<file path="config.mk">
export PLATFORM = sky130hd
export DESIGN_NAME = data_mat_flat
export DESIGN_NICKNAME = d
export VERILOG_FILES = /design/src/rtl/data_mat_if.sv /design/src/rtl/data_mat.sv /design/src/flat_wrapper.sv
export SDC_FILE = /design/constraint.sdc
export NUM_CORES = 1
export LEC_CHECK = 0
export CAP_MARGIN = 10
export CORE_MARGIN = 8
export CORE_UTILIZATION = 55
export CTS_CLUSTER_SIZE = 40
export DETAILED_ROUTE_END_ITERATION = 10
export PLACE_DENSITY = 0.76
export SLEW_MARGIN = 20
export SYNTH_ARGS = -nofsm -noshare
export SYNTH_HDL_FRONTEND = slang
export SYNTH_SLANG_ARGS = --single-unit
</file>
<file path="constraint.sdc">
create_clock -name clk -period 12.1 [get_ports clk]
set_clock_uncertainty 0.15 [all_clocks]
set_input_delay 3.025 -clock clk [delete_from_list [all_inputs] [get_ports clk]]
set_output_delay 3.025 -clock clk [all_outputs]
set_load 0.05 [all_outputs]
</file>
<file path="src/rtl/data_mat_if.sv">
// Access port of the AES state matrix: select a row/column, then read it or write it.
interface data_mat_if;
    logic [31:0] col_in;
    logic [1:0]  idx;
    logic        row_col;
    logic        read_write;
    logic        write_enable;
    logic [31:0] out;

    // Requester drives the select/data lines every cycle; no handshake, a write
    // commits on the rising edge where read_write and write_enable are both 1.
    modport master (output col_in, idx, row_col, read_write, write_enable, input out);
    modport slave  (input col_in, idx, row_col, read_write, write_enable, output out);
endinterface

</file>
<file path="src/rtl/data_mat.sv">
// 4x4 byte AES state matrix with single row/column word write and combinational read.
// Byte 0 of a word (bits 31:24) is row 0 of a column, or column 0 of a row.
module data_mat (
    input  logic        clk,
    input  logic        rst,
    data_mat_if.slave   bus
);
    // m_q[r][c]: row r, column c
    logic [3:0][3:0][7:0] m_q, m_d;
    logic [31:0]          last_read_q, last_read_d;
    logic [31:0]          sel_word;
    logic                 wr_en;

    assign wr_en = bus.read_write & bus.write_enable;

    always_comb begin
        sel_word = '0;
        for (int k = 0; k < 4; k++) begin
            if (bus.row_col)
                sel_word[31-8*k -: 8] = m_q[k][bus.idx];
            else
                sel_word[31-8*k -: 8] = m_q[bus.idx][k];
        end
    end

    always_comb begin
        m_d = m_q;
        if (wr_en) begin
            for (int k = 0; k < 4; k++) begin
                if (bus.row_col)
                    m_d[k][bus.idx] = bus.col_in[31-8*k -: 8];
                else
                    m_d[bus.idx][k] = bus.col_in[31-8*k -: 8];
            end
        end
    end

    // Reads refresh the hold register so a following write cycle shows the last read word
    always_comb begin
        last_read_d = last_read_q;
        if (!bus.read_write)
            last_read_d = sel_word;
    end

    always_ff @(posedge clk or posedge rst) begin
        if (rst) begin
            m_q         <= '0;
            last_read_q <= '0;
        end else begin
            m_q         <= m_d;
            last_read_q <= last_read_d;
        end
    end

    assign bus.out = bus.read_write ? last_read_q : sel_word;
endmodule

</file>
<file path="src/flat_wrapper.sv">
// flat-port wrapper written by rule: the top's interface ports become plain ports
module data_mat_flat 
  (clk, rst, bus_col_in, bus_idx, bus_row_col, bus_read_write, bus_write_enable, bus_out);
  data_mat_if bus_i ();
  input  logic clk;
  input  logic rst;
  input wire logic [$bits(bus_i.col_in)-1:0] bus_col_in;
  input wire logic [$bits(bus_i.idx)-1:0] bus_idx;
  input wire logic [$bits(bus_i.row_col)-1:0] bus_row_col;
  input wire logic [$bits(bus_i.read_write)-1:0] bus_read_write;
  input wire logic [$bits(bus_i.write_enable)-1:0] bus_write_enable;
  output wire logic [$bits(bus_i.out)-1:0] bus_out;
  assign bus_i.col_in = bus_col_in;
  assign bus_i.idx = bus_idx;
  assign bus_i.row_col = bus_row_col;
  assign bus_i.read_write = bus_read_write;
  assign bus_i.write_enable = bus_write_enable;
  assign bus_out = bus_i.out;
  data_mat u_core (.clk(clk), .rst(rst), .bus(bus_i));
endmodule
</file>
==> results of run 1 <==
## cell families (layout without fill, tap and decap cells)
group,Yosys count,after routing,synth area share
AO/OA/AOI/OAI,321,321,0.274
buffers and inverters,74,114,0.0460
flip-flops,160,160,0.475
multiplexers,104,104,0.131
AND/OR/NAND/NOR,127,127,0.0732
## registers in the layout (all words and copies together), names as in the netlist
register / count
u_core.m_q: 128
u_core.last_read_q: 32
## cell type report
type,instances,area share
Multi-Input combinational cell,552,0.420
Sequential cell,160,0.416
Timing Repair Buffer,80,0.0790
Clock buffer,27,0.0543
Tap cell,188,0.0244
Clock inverter,5,0.00520
Inverter,2,0.00130
## routing by layer
layer / global-route usage / up-vias / wire, um
li1: - / 3104 / -
met1: 0.372 / 3685 / 10800
met2: 0.422 / 560 / 12600
met3: 0.0893 / 114 / 3310
met4: 0.161 / 0 / 1350
met5: 0 / - / 0
## worst reg2reg max path, delay by kind of cell (launching register included)
kind | cells | cell delay (ns)
flops | 1 | 0.40
mux | 2 | 0.60
compound gates | 2 | 0.58
## placed cells by master (no fill, tap or decap), types with 4 or more instances in the layout
| master | count |
|---|---|
| a21oi_1 | 56 |
| a21oi_4 | 10 |
| a222oi_1 | 9 |
| a22oi_1 | 8 |
| a2bb2oi_1 | 66 |
| a32o_1 | 7 |
| buf_4 | 12 |
| clkbuf_1 | 4 |
| clkbuf_16 | 17 |
| clkbuf_8 | 6 |
| clkdlybuf4s50_1 | 66 |
| clkinv_2 | 4 |
| dfrtp_1 | 160 |
| mux2_2 | 52 |
| mux2i_1 | 52 |
| nand2_1 | 35 |
| nand3b_1 | 7 |
| nor2_1 | 55 |
| nor2b_1 | 8 |
| nor3b_1 | 7 |
| o21ai_0 | 20 |
| o221ai_1 | 10 |
| o22a_1 | 10 |
| o22ai_1 | 116 |
| o31ai_1 | 6 |
## metrics by stage
step           power (W)  area, um^2  setup WS, ns  hold WS [ns]
6_report         0.00177        9620          2.70         0.333
5_1_grt          0.00183        9620          2.61         0.353
4_1_cts          0.00176        9620          2.80         0.330
3_5_place_dp     0.00123        9050          2.83         0.312
3_3_place_gp     0.00122        9050          2.89         0.308
2_1_floorplan    0.00107        8430          3.79         0.324
## power groups by stage
stage               Combinational (W)  Clock [W]  Sequential, W
floorplan                    0.000343          0       0.000724
global placement             0.000465          0       0.000752
detailed placement           0.000476          0       0.000759
CTS                          0.000479   0.000526       0.000752
global route                 0.000513   0.000547       0.000769
finish                       0.000483   0.000525       0.000760
## worst max-delay path by stage
| stage | depth (start not counted) | endpoint | from |
|---|---|---|---|
| 2_1_floorplan | 8 | bus_out[22] | bus_row_col |
| 3_3_place_gp | 7 | bus_out[20] | bus_idx[0] |
| 3_5_place_dp | 7 | bus_out[20] | bus_idx[0] |
| 4_1_cts | 7 | bus_out[7] | bus_idx[0] |
| 5_1_grt | 7 | bus_out[7] | bus_idx[0] |
| 6_report | 7 | bus_out[7] | bus_idx[0] |
==> metrics.yaml, run 1 <==
grt_overflow: 0
cts_buffers: 17
report.final.setup_viol: 0
io_pins: 71
dieArea_um2: 19500
drc: 0
cts_max_level: 4
synth-edff-count: 0
nFillCells: 1180
grt_usage: 0.288
ys.flop_type: "dfrtp_1"
nNetsFinal: 852
finalHoldViolCount: 0
path_cells: "buf_2, buf_4, clkinv_1, o22ai_1, a222oi_1, a22o_1, clkdlybuf4s50_1"
hold_depth: 2
grt_max_degree: 100
clock_latency_ns: 0.43
synth_seq_area_share: 0.475
reg2reg_depth: 4
async_flop_share: 1.00
post-route-util: 0.638
p_int_w: 0.00118
period_share: 0.777
cts_hold_buffers: 0
wirelength_um: 28000
final_cells: 1014
synthToLayoutAreaGrowth_pct: 14.2
critPathTopFamily: "buffers and inverters"
crit_buf_inv: 4
chipWidth_um: 140
syn_nets: 825
p_per_area_nw_per_um2: 184
crit_type: "primary input to primary output"
period_needed_ns: 9.40
synth.distinct_cells: 40
wl_per_cell_um: 27.6
r2r_slack_ns: 10.25
post_cts_buffers: 0
rows: 45
multi_input_comb_area_um2: 4040
reg2reg_to: "u_core.last_read_q[14]"
p_comb_frac: 0.273
max_freq_mhz: 106
path_max_fanout: 54
antenna_found_initial: 0
worstSetupStartpointType: "primary input"
synth.top_cell.area_share: 0.475
hp-class: "register to register"
num_vias: 7463
end_kind: "primary output"
hold_end: "u_core.last_read_q[29]"
syn_area_um2: 8430
max-slew-margin-rel: 0.273
cap_violations: 0
yosysWarnings: 0
cts_tree: "yes"
placed_cells: 982
gp_congestion: 0.929
p_switching_w: 0.000589
power_frac_seq: 0.430
yosysMostFrequentCell: "dfrtp_1"
worstReg2RegStart: "u_core.m_q[78]"
cts.clk_slew.worst_paths_ns: 0.06
fin_tns_setup_ns: 0
ant_nets: 0
seq_area_um2: 4000
crit_slowest_cell: "clkinv_1"
root_buffer: "clkbuf_16"
synth_cells: 786
arrival_ns: 6.23
drive_above_1_share: 0.142
yosysTopAreaCell: "dfrtp_1"
ctsLongestPathBuffers: 2
port-buffer-count: 70
viasPerCell: 7.36
clkPwrFrac: 0.297
avgSynthCellArea_um2: 10.7
antenna_cells: 0
worstMarginPinSlew_ns: 1.09
die_y_um: 140
cts_resized: 0
dp_hpwl_um: 17900
ys_ff_latch: 160
required_ns: 8.92
status: "completed"
core_um2: 15100
cts.sinks: 160
switching_share: 0.333
leakage_nw: 3.85
critPathMaxStageDelay_ns: 1.00
grt_pass1_vias: 7348
drtIter0Drc: 1361
ir_drop_mv: 0.111
netlist_top_cells_area: "dfrtp_1 48%, o22ai_1 8.6%, mux2_2 6.9%"
start_util: 0.559
rsz0062_at_grt: "no"
hold_path_startpoint: "u_core.last_read_q[29]"
drv_slew: 0
grt_pass1_wl_um: 43400
first_pass_iters: 5
synth.cells.most_frequent: "160 x dfrtp_1, 116 x o22ai_1, 66 x a2bb2oi_1"
Note: power is estimated with default switching activity, not from simulation.
==> inputs of run 2 (changes only) <==
Settings changed: CORE_UTILIZATION 55 to 53, PLACE_DENSITY 0.76 to 0.77.
Clock period 12.1 ns to 8.35 ns, I/O delays scaled along.
==> metrics.yaml, run 2 (synthesis gave the netlist of run 1 again) <==
multi_input_comb_area_um2: 4040  # about the same
cts_hold_buffers: 0  # unchanged
cts_max_level: 4  # unchanged
max_freq_mhz: 138
p_int_w: 0.00168  # +42%
antenna_cells: 0  # unchanged
required_ns: 6.11  # -2.81 ns
pre_cts_ws_ns: 1.19  # -1.63 ns
largest_register_ffs: 128  # unchanged
status: "completed"
io_pins: 71  # unchanged
fin_tns_setup_ns: 0  # unchanged
critPathMaxStageDelay_ns: 0.95  # -0.05 ns
grt_pass1_wl_um: 43600  # +0.59%
drive_above_1_share: 0.143  # +0.00104
switching_share: 0.343  # +0.00958
start_util: 0.536  # -0.0221
final_cell_mix: "160 x dfrtp_1, 116 x o22ai_1, 66 x a2bb2oi_1, 66 x clkdlybuf4s50_1, 56 x a21oi_1"
nFillCells: 1289  # +9.2%
seq_area_um2: 4000  # unchanged
rsz0062_at_grt: "no"
worstMarginPinSlew_ns: 1.14  # +0.0493 ns
leakage_nw: 3.83  # -0.60%
grt_usage: 0.286  # -0.00231
crit_type: "primary input to primary output"
gp_congestion: 0.940  # +1.2%
period_share: 0.867
ant_nets: 0  # unchanged
finalHoldViolCount: 0  # unchanged
drv_slew: 0  # unchanged
core_um2: 15700  # +4.1%
drc: 0  # unchanged
crit_slowest_cell: "nor2b_1"
cts_buffers: 17  # unchanged
port-buffer-count: 70  # unchanged
viasPerCell: 7.13  # -3.1%
die_y_um: 142  # +1.7%
cts.sinks: 160  # unchanged
clkPwrFrac: 0.290  # -0.007
power_frac_seq: 0.433  # +0.003
chipWidth_um: 142  # +1.7%
cap_violations: 0  # unchanged
crit_buf_inv: 2  # -2
dieArea_um2: 20200  # +3.3%
period_needed_ns: 7.24
critPathTopFamily: "buffers and inverters"
cts.clk_slew.worst_paths_ns: 0.06  # about the same
hp-class: "register to register"
cts_tree: "yes"
num_vias: 7437  # -0.35%
grt_overflow: 0  # unchanged
path_max_fanout: 45  # -17%
max-slew-margin-rel: 0.240  # -0.0329
p_comb_frac: 0.277  # +0.004
regMostFlops: "u_core.m_q"
cts_resized: 0  # unchanged
post-route-util: 0.614  # -0.0238
synthToLayoutAreaGrowth_pct: 14.5
rows: 46  # +2.2%
dp_hpwl_um: 19100  # +6.9%
ctsLongestPathBuffers: 2  # unchanged
clock_latency_ns: 0.43  # about the same
path_cells: "buf_2, nor2b_1, a22oi_1, o21ai_0, o31ai_1, clkdlybuf4s50_1"
final_cells: 1043  # +2.9%
fin_ws_ns: 1.11  # -1.59 ns
root_buffer: "clkbuf_16"
final_common_cell: "dfrtp_1"
worstSetupStartpointType: "primary input"
nNetsFinal: 854  # +0.23%
antenna_found_initial: 0  # unchanged
grt_max_degree: 92  # -8.0%
drtIter0Drc: 965  # -29%
end_kind: "primary output"
grt_pass1_vias: 7317  # -0.42%
wl_per_cell_um: 27.2  # -1.5%
arrival_ns: 5.00  # -1.23 ns
wirelength_um: 28400  # +1.3%
post_cts_buffers: 0  # unchanged
placed_cells: 1012  # +3.1%
first_pass_iters: 5  # unchanged
report.final.setup_viol: 0  # unchanged
ir_drop_mv: 0.228  # +110%
reg_top3: "u_core.m_q x128, u_core.last_read_q x32"
p_per_area_nw_per_um2: 265  # +44%
p_switching_w: 0.000874  # +49%
[run 2: changes by cell type in the layout (fill, tap and decap cells not counted)]
cell,delta
or3b_2,+1
inv_6,+1
clkinvlp_4,+4
buf_4,+1
clkinv_2,-3
clkbuf_8,-4
or3_1,+1
clkinv_4,+1
clkbuf_2,+1
or3b_1,-1
or3_2,-1
[run 2: layout make-up]
cell class / count / area share
Timing Repair Buffer: 82 / 0.0801
Clock inverter: 8 / 0.00856
Multi-Input combinational cell: 552 / 0.418
Sequential cell: 160 / 0.415
Clock buffer: 23 / 0.0485
Inverter: 2 / 0.00130
Tap cell: 216 / 0.0280
[run 2: final timing paths]
path                                         from                endpoint  slack, ns  depth (start not counted)
max                                    bus_idx[1]             bus_out[16]       1.11                          6
min                        u_core.last_read_q[25]  u_core.last_read_q[25]       0.33                          2
max reg2reg                        u_core.m_q[24]  u_core.last_read_q[24]       6.72                          4
min reg2reg                u_core.last_read_q[25]  u_core.last_read_q[25]       0.33                          2
max in group asynchronous                     rst          u_core.m_q[76]       4.63                          3
min in group asynchronous                     rst   u_core.last_read_q[3]       2.04                          2
[run 2: per-stage QoR]
| stage | hold slack [ns] | cell area [um^2] | power [W] |
|---|---|---|---|
| 4_1_cts | 0.332 | 9650 | 0.00254 |
| 3_5_place_dp | 0.314 | 9100 | 0.00180 |
| 5_1_grt | 0.344 | 9650 | 0.00264 |
| 3_3_place_gp | 0.310 | 9100 | 0.00178 |
| 6_report | 0.327 | 9650 | 0.00255 |
| 2_1_floorplan | 0.324 | 8430 | 0.00155 |
[run 2: layer usage]
metal	vias up	global-route usage	wire, um
met5	-	0	0
met4	0	0.163	1580
met3	117	0.0825	3280
met2	553	0.424	12600
met1	3661	0.366	10900
li1	3106	-	-
[run 2: power groups by stage]
| stage | registers [W] | clock network, W | logic (W) |
|---|---|---|---|
| after global routing | 0.00112 | 0.000779 | 0.000747 |
| after detailed placement | 0.00110 | 0 | 0.000699 |
| after global placement | 0.00110 | 0 | 0.000681 |
| after CTS | 0.00109 | 0.000744 | 0.000701 |
| final | 0.00111 | 0.000740 | 0.000706 |
| after floorplan | 0.00105 | 0 | 0.000498 |
[run 2: worst min-delay path, cell delays in order (launching register included)]
cell and delay (ns):
dfrtp_1 0.32, nand2_1 0.05, nand2_1 0.07
